### src/rtl/serv_arb_pkg.sv
// ---------------------------------------------------------------------------
// serv_arb_pkg: state encoding and grant IDs for serv_mem_arbiter. Rev 1.0
// ---------------------------------------------------------------------------
`default_nettype none

package serv_arb_pkg;

   localparam logic [1:0] ST_IDLE = 2'd0;
   localparam logic [1:0] ST_IBUS = 2'd1;
   localparam logic [1:0] ST_DBUS = 2'd2;

   typedef enum logic [1:0] {
      IDLE = ST_IDLE,
      IBUS = ST_IBUS,
      DBUS = ST_DBUS
   } arb_state_t;

   localparam logic GNT_IBUS = 1'b0;
   localparam logic GNT_DBUS = 1'b1;

   // Winner of a simultaneous request: alternate with last grant, or dbus fixed.
   function automatic logic tie_winner(input logic round_robin, input logic last_grant);
      return round_robin ? ~last_grant : GNT_DBUS;
   endfunction

endpackage

`default_nettype wire

### src/rtl/serv_arb_timer.sv
// ---------------------------------------------------------------------------
// serv_arb_timer: saturating busy-cycle counter with timeout compare. Rev 1.0
// ---------------------------------------------------------------------------
`default_nettype none

module serv_arb_timer #(
   parameter int TIMEOUT = 255,
   parameter int TW      = 8
) (
   input  logic clk,
   input  logic rst_n,
   input  logic clr,
   input  logic en,
   output logic expire
);

   generate
      if (TIMEOUT > 0) begin : g_timer
         logic [TW-1:0] cnt;

         always_ff @(posedge clk or negedge rst_n) begin
            if (!rst_n) begin
               cnt <= '0;
            end else if (clr) begin
               cnt <= '0;
            end else if (en && (cnt != '1)) begin
               cnt <= cnt + 1'b1;
            end
         end

         assign expire = (cnt == TW'(TIMEOUT - 1));
      end else begin : g_no_timer
         logic unused_inputs;
         assign unused_inputs = &{1'b0, clk, rst_n, clr, en};
         assign expire        = 1'b0;
      end
   endgenerate

endmodule

`default_nettype wire

### src/rtl/serv_mem_arbiter.sv
// ---------------------------------------------------------------------------
// serv_mem_arbiter: shares one Wishbone port between ibus and dbus. Rev 1.0
// ---------------------------------------------------------------------------
`default_nettype none

module serv_mem_arbiter
   import serv_arb_pkg::*;
#(
   parameter int ROUND_ROBIN = 1,
   parameter int TIMEOUT     = 255,
   parameter int TW          = 8
) (
   input  logic        i_clk,
   input  logic        i_rst_n,
   input  logic [31:0] i_ibus_adr,
   input  logic        i_ibus_cyc,
   output logic [31:0] o_ibus_rdt,
   output logic        o_ibus_ack,
   output logic        o_ibus_err,
   input  logic [31:0] i_dbus_adr,
   input  logic [31:0] i_dbus_dat,
   input  logic [3:0]  i_dbus_sel,
   input  logic        i_dbus_we,
   input  logic        i_dbus_cyc,
   output logic [31:0] o_dbus_rdt,
   output logic        o_dbus_ack,
   output logic        o_dbus_err,
   output logic [31:0] o_wb_adr,
   output logic [31:0] o_wb_dat,
   output logic [3:0]  o_wb_sel,
   output logic        o_wb_we,
   output logic        o_wb_cyc,
   input  logic [31:0] i_wb_rdt,
   input  logic        i_wb_ack,
   output logic        o_busy
);

   arb_state_t state;
   arb_state_t state_nxt;
   logic       last_grant;
   logic       last_grant_nxt;
   logic       grant_cyc;
   logic       grant_ack;
   logic       expire;
   logic       timeout_err;
   logic       winner;

   always_comb begin
      grant_cyc = 1'b0;
      case (state)
         IBUS:    grant_cyc = i_ibus_cyc;
         DBUS:    grant_cyc = i_dbus_cyc;
         default: grant_cyc = 1'b0;
      endcase
   end

   assign grant_ack   = i_wb_ack & grant_cyc;
   // Ack beats a coincident timeout.
   assign timeout_err = expire & grant_cyc & ~i_wb_ack;

   serv_arb_timer #(
      .TIMEOUT (TIMEOUT),
      .TW      (TW)
   ) u_timer (
      .clk    (i_clk),
      .rst_n  (i_rst_n),
      .clr    (state == IDLE),
      .en     (grant_cyc & ~i_wb_ack),
      .expire (expire)
   );

   always_ff @(posedge i_clk or negedge i_rst_n) begin
      if (!i_rst_n) begin
         state      <= IDLE;
         last_grant <= GNT_DBUS;
      end else begin
         state      <= state_nxt;
         last_grant <= last_grant_nxt;
      end
   end

   always_comb begin
      state_nxt      = state;
      last_grant_nxt = last_grant;
      winner         = tie_winner(ROUND_ROBIN != 0, last_grant);
      case (state)
         IDLE: begin
            if (i_ibus_cyc && i_dbus_cyc) begin
               state_nxt      = (winner == GNT_DBUS) ? DBUS : IBUS;
               last_grant_nxt = winner;
            end else if (i_ibus_cyc) begin
               state_nxt      = IBUS;
               last_grant_nxt = GNT_IBUS;
            end else if (i_dbus_cyc) begin
               state_nxt      = DBUS;
               last_grant_nxt = GNT_DBUS;
            end
         end
         IBUS, DBUS: begin
            if (!grant_cyc || grant_ack || timeout_err) begin
               state_nxt = IDLE;
            end
         end
         default: state_nxt = IDLE;
      endcase
   end

   always_comb begin
      if (state == IBUS) begin
         o_wb_adr = i_ibus_adr;
         o_wb_dat = 32'h0;
         o_wb_sel = 4'hf;
         o_wb_we  = 1'b0;
      end else begin
         o_wb_adr = i_dbus_adr;
         o_wb_dat = i_dbus_dat;
         o_wb_sel = i_dbus_sel;
         o_wb_we  = i_dbus_we;
      end
   end

   assign o_wb_cyc   = grant_cyc;
   assign o_busy     = (state != IDLE);
   assign o_ibus_ack = grant_ack & (state == IBUS);
   assign o_dbus_ack = grant_ack & (state == DBUS);
   assign o_ibus_err = timeout_err & (state == IBUS);
   assign o_dbus_err = timeout_err & (state == DBUS);
   assign o_ibus_rdt = i_wb_rdt;
   assign o_dbus_rdt = i_wb_rdt;

endmodule

`default_nettype wire

### config.mk
export PLATFORM = sky130hd
export DESIGN_NAME = serv_mem_arbiter
export DESIGN_NICKNAME = d
export VERILOG_FILES = /design/src/rtl/serv_arb_pkg.sv /design/src/rtl/serv_arb_timer.sv /design/src/rtl/serv_mem_arbiter.sv
export SDC_FILE = /design/constraint.sdc
export NUM_CORES = 1
export LEC_CHECK = 0
export BUFFER_PORTS_ARGS = -buffer_cell sky130_fd_sc_hd__buf_4
export CAP_MARGIN = 0
export CELL_PAD_IN_SITES_DETAIL_PLACEMENT = 1
export CELL_PAD_IN_SITES_GLOBAL_PLACEMENT = 1
export CORE_AREA = 2 2 108 110
export CTS_BUF_LIST = sky130_fd_sc_hd__clkbuf_2
export DETAILED_ROUTE_END_ITERATION = 10
export DIE_AREA = 0 0 110 112
export MAX_ROUTING_LAYER = met4
export PLACE_DENSITY_LB_ADDON = 0.15
export SLEW_MARGIN = 20
export SYNTH_ARGS = -nofsm -noshare
export SYNTH_HDL_FRONTEND = slang
export SYNTH_SLANG_ARGS = --single-unit
### constraint.sdc
create_clock -name i_clk -period 2.06 [get_ports i_clk]
set_input_delay 0.206 -clock i_clk [delete_from_list [all_inputs] [get_ports i_clk]]
set_output_delay 0.206 -clock i_clk [all_outputs]
set_load 0.01 [all_outputs]
Word level (Yosys, flattened, before mapping)
Index checks and enable logic that the tools add are counted.
{ "classes": {"add_sub_neg": 1, "mul": 0, "div_mod_pow": 0, "n_lt_le_gt_ge": 0, "n_eq_ne": 6, "shifts": 0, "mux": 16, "bitwise_logic": 10, "n_reduce_logical": 12} }
{ "ops": {"columns": ["operator", "count"], "rows": [
  ["32-bit 2-to-1 mux", 2],
  ["8-bit 2-to-1 mux", 2],
  ["2-bit 2-to-1 mux", 5],
  ["8-bit by 1-bit adder with 8-bit output, second input constant", 1],
  ["1-bit AND", 8],
  ["8-bit == test, second input constant", 1],
  ["8-bit != test, second input constant", 1],
  ["1-bit 2-to-1 mux", 4],
  ["4-bit 2-to-1 mux", 1],
  ["4-bit != test, second input constant", 1],
  ["2-bit case mux with 2 select lines", 1],
  ["2-bit AND reduction", 2],
  ["2-bit nonzero test", 2],
  ["3-bit nonzero test", 1],
  ["2-bit by 1-bit == test with 1-bit output, second input constant", 1],
  ["2-bit == test, second input constant", 1],
  ["1-bit logical AND", 2],
  ["2-bit logical NOT", 1],
  ["1-bit logical OR", 2],
  ["2-bit != test, second input constant", 1],
  ["1-bit inverter", 2],
  ["1-bit case mux with 2 select lines", 1],
  ["2-bit OR reduction", 1],
  ["1-bit logical NOT", 1]
]} }
{ "word_totals": {"regBits": 11, "latch_bits": 0, "ram_bits": 0, "rom_bits": 0, "input_bits": 138, "out_inout_bits": 139, "mem_count": 0} }

Longest topological paths before layout
{ "depth": {"ltp_word": 7, "ltp_mapped": 7, "ltp_nobuf": 6} }

Modules after synthesis
A second synthesis with hierarchy kept.
{ "unflattened": {"hier_cells": 223, "hier_area_um2": 1856.8} }
{ "modules_own_cells": {"columns": ["module", "n_inst", "cells_each", "area_per_inst_um2", "seq_area_each_um2"], "rows": [
  ["serv_mem_arbiter", 1, 170, 1361.3, 76.3],
  ["serv_arb_timer", 1, 53, 495.5, 200.2]
]} }

Worst setup path after synthesis
OpenSTA, ideal clock, no wires.
{ "synth_timing": {"path_kind": "register -> register", "startpoint": "register state[0]", "endpoint": "register u_timer.g_timer.cnt[3]", "arrival_time_ns": 1.693, "required_ns": 1.982, "slack_ns": 0.289, "stages_incl_launch_ff": 7, "path_cell_list": "dfrtp_1 inv_1 ha_1 or2b_1 a211o_1 or3_1 a21oi_1"} }
{ "synth_between": {"elab_chain_cells": 5, "elab_cells_between_ends": 8, "classes_between": "eq/ne: 2; mux: 2; bitwise: 1; reduce/logical: 3"} }
{ "synth_lines": {"columns": ["item", "line", "rtl"], "rows": [
  ["from (decl)", "serv_mem_arbiter.sv:38", "arb_state_t state;"],
  ["from (signal assigned)", "serv_mem_arbiter.sv:77", "state <= state_nxt;"],
  ["2-bit == test / 2-bit by 1-bit == test with 1-bit output (equally long branches)", "serv_mem_arbiter.sv:50", "case (state)"],
  ["1-bit case mux with 2 select lines", "serv_mem_arbiter.sv:50", null],
  ["1-bit AND", "serv_mem_arbiter.sv:68", ".en (grant_cyc & ~i_wb_ack),"],
  ["1-bit logical AND", "serv_arb_timer.sv:26", "end else if (en && (cnt != '1)) begin"],
  ["2-bit nonzero test (no line)", null, null],
  ["to (signal assigned)", "serv_arb_timer.sv:27", "cnt <= cnt + 1'b1;"],
  ["to (decl)", "serv_arb_timer.sv:19", "logic [TW-1:0] cnt;"]
]} }
Parallel ways exist; a longest one is shown, timed or not.
A chain may end at the register's enable or synchronous reset.

Final worst setup path
{ "layout_timing": {"startpoint": "register state[0]", "endpoint": "output port o_dbus_ack"} }
{ "layout_between": {"elab_chain_cells": 4, "elab_cells_between_ends": 5, "classes_between": "eq/ne: 2; mux: 1; bitwise: 2"} }
{ "layout_lines": {"columns": ["item", "line", "rtl"], "rows": [
  ["2-bit == test / 2-bit by 1-bit == test with 1-bit output (equally long branches)", "serv_mem_arbiter.sv:50, serv_mem_arbiter.sv:125", null],
  ["1-bit case mux with 2 select lines", "serv_mem_arbiter.sv:50", null],
  ["1-bit AND", "serv_mem_arbiter.sv:57", "assign grant_ack = i_wb_ack & grant_cyc;"],
  ["1-bit AND *", "serv_mem_arbiter.sv:125", "assign o_dbus_ack = grant_ack & (state == DBUS);"],
  ["to (decl)", "serv_mem_arbiter.sv:26", "output logic o_dbus_ack,"]
]} }
Mark *: on every way between the ends. The rest lies on a longest branch, timed or not.

==> flow_metrics.py <==
metrics = {
    "worst_setup_path": {
        "cp_data_arrival_time_ps": 1760,
        "cpMostUsedCell": "buf_4",
        "critPathMaxFanout": 5,
        "path_cells": "buf_4, ha_4, a22oi_2, nor2b_2, and3_1, buf_4",
        "cp.required_ps": 1850,
        "reg2reg_slack_ps": 160,
        "crit_path_start_kind": "flip-flop",
        "cp-end-kind": "primary output",
        "cpPeakStageDelay_ps": 420,
        "crit_path_top_delay_cell": "dfrtp_1",
        "critPathKind": "flip-flop to primary output",
    },
    "clock_network": {
        "numCtsBuffers": 3,
        "cts_tree": "done",
        "max-clock-path-buffers": 2,
        "clkSinkCount": 11,
        "clk_latency_ps": 260,
        "path_clk_slew_ps": 120,
        "cts_root_buffer": "clkbuf_2",
        "h-tree-depth": 1,
    },
    "layout": {
        "final_area_mm2": 0.00304,
        "regArea_um2": 277,
        "drive_above_1_share_pct": 72.6,
        "multi_input_area_mm2": 0.00107,
        "n_antenna_cell": 0,
        "fin_nets": 484,
        "fillers": 1333,
        "area_delta_synth_final_pct": 65.6,
        "utilization_pct": 27.2,
    },
    "grt": {
        "grt_remaining_overflow": 0,
        "track_usage_pct": 11.4,
        "grt_pass1_wl_um": 10500,
        "antenna_found_initial": 0,
        "grt_pass1_vias": 1835,
        "grt_max_degree": 45,
    },
    "synthesis": {
        "netlist.area_leader.share_pct": 26.6,
        "synth.yosys.seq_area_share_pct": 15.1,
        "netlist_instances": 218,
        "avgSynthCellArea_um2": 8.42,
        "async_flop_share_pct": 100,
        "synth_edf_count": 0,
        "syn_nets": 361,
        "synth_common_cells": "buf_4 (65), nor2b_1 (36), mux2_2 (33), dfrtp_1 (10), nor2_1 (9)",
        "yosysTopAreaCell": "buf_4",
        "ys_ff_latch": 11,
        "yosys_warnings": 0,
        "netlist_top_cells_area": "buf_4 (27%), mux2_2 (20%), dfrtp_1 (14%)",
        "synthMostInstantiatedCell": "buf_4",
        "synth_area_mm2": 0.00184,
        "synthFlopType": "dfrtp_1",
        "synth_cell_types": 38,
    },
    "floorplan": {
        "ios": 277,
        "chipHeight_um": 112,
        "core_area_mm2": 0.0112,
        "rows": 39,
        "start_util_pct": 16.4,
        "die-width_um": 110,
        "die_area_mm2": 0.0123,
    },
    "timing": {
        "slew_headroom_pct": 73.3,
        "hold_viol": 0,
        "worst_pin_slew_ps": 395,
        "setup_viol": 0,
        "whs_ps": 139,
        "rsz0062_at_grt": "yes",
        "finalMaxSlewViolations": 0,
        "period_minus_slack_ps": 1970,
        "final.period_utilization_pct": 95.6,
        "fmax_ghz": 0.508,
        "finalClockSkew_ps": 6.24,
    },
    "power": {
        "power_leakage_nw": 1.49,
        "power_density_mw_per_mm2": 843,
        "peakVddDrop_mv": 0.287,
    },
    "route": {
        "vias": 1895,
        "wl_um": 7870,
        "dr.pass1.iters": 2,
        "ant_nets": 0,
        "wl_per_cell_um": 16.3,
        "vias_per_cell": 3.92,
        "post-route-drc-count": 0,
        "drt-initial-drc-count": 30,
    },
    "status": {
        "status": "complete, no violations",
    },
    "placement": {
        "dpl_cell_area_mm2": 0.00288,
        "hpwl_um": 6470,
        "gp_congestion": 0.743,
        "port_buffers": 180,
    },
    "flow_run": {
        "maxCapViolations": 0,
    },
    "worst_hold_path": {
        "hold_class": "input port to flip-flop",
    },
}
==> critical path: cells and delay by family, from the launching register on <==
kind            cells  cell delay (ps)
flops               1              420
fa+ha+maj           1              180
simple gates        2              280
buf+inv             2              290
compound gates      1              350
==> layout by cell type (no fill, tap or decap), types with 2 or more instances in the layout <==
cell type  count
nor2b_1       35
and4_4         2
clkbuf_2       4
nor2_1         8
nand3_1        3
mux2_2        33
inv_1          2
buf_4        186
ha_4           2
dfrtp_1       10
inv_2          2
ha_1           2
a211o_1        2
and3_1         3
nand2_1        4
a211oi_1       2
a21oi_1        4
a31oi_1        2
xnor2_1        2
or2_2          5
==> flip-flops by register name, indices dropped and copies added, names as in the netlist <==
name,cells
state,2
u_timer.g_timer.cnt,8
last_grant,1
==> logic make-up (layout without fill, tap and decap cells) <==
logic type	Yosys count	count (layout)	synth area share, %
XOR/XNOR	2	2	0.955
flip-flops	11	11	15.1
multiplexers	33	33	20.2
adder cells (fa/ha/maj)	5	5	3.41
AND/OR/NAND/NOR	75	75	25.2
buffers and inverters	77	199	29.2
AO/OA/AOI/OAI	15	15	5.86
==> layout make-up <==
| type | instances | area share, % |
|---|---|---|
| well taps | 143 | 5.89 |
| clock buffers | 4 | 0.659 |
| repair buffers | 191 | 48.6 |
| multi-input cells | 130 | 35.2 |
| inverters | 4 | 0.494 |
| flip-flops and latches | 11 | 9.10 |
==> where the power goes <==
part	leakage [nW]	internal [mW]	switching [mW]
clock	0.0166	0.0515	0.0786
combinational	1.32	1.16	0.988
sequential	0.148	0.255	0.0270
==> what timing repair did <==
action | 4_1_cts | 5_1_grt
setup endpoints to repair | 19 | 37
buffers inserted | 1 | 5
pin swaps | 0 | 6
hold buffers | 1 | 0
cloned | 0 | 1
endpoints found under the hold margin | 11 | 0
resized for setup | 3 | 10
==> routing by layer <==
| layer | share of wire (%) | vias to the layer above | GRT usage (%) |
|---|---|---|---|
| met4 | 0.33 | 0 | 2.11 |
| met3 | 11 | 2 | 3.16 |
| met5 | 0 | - | - |
| li1 | - | 911 | - |
| met1 | 33 | 877 | 11.4 |
| met2 | 55 | 105 | 21.8 |
==> final timing paths <==
check,endpoint,start,depth (start not counted)
max reg2reg,u_timer.g_timer.cnt[3]$_DFFE_PN0P_,state[1]$_DFFE_PN0P_,6
min reg2reg,last_grant$_DFFE_PN1P_,last_grant$_DFFE_PN1P_,2
max,o_dbus_ack,state[0]$_DFFE_PN0P_,6
max in group asynchronous,last_grant$_DFFE_PN1P_,i_rst_n,2
min,last_grant$_DFFE_PN1P_,i_ibus_cyc,2
min in group asynchronous,u_timer.g_timer.cnt[2]$_DFFE_PN0P_,i_rst_n,2
==> metrics by stage <==
stage	worst slack [ps]	power [mW]	std cells	TNS, ps
floorplan	289	1.39	218	0
finish	91.1	2.56	483	0
detailed placement	131	2.27	471	0
global placement	148	2.26	471	0
CTS	-28.0	2.43	477	-35.0
global route	-6.47	2.76	483	-6.95
Note: power is estimated with default switching activity, not from simulation.
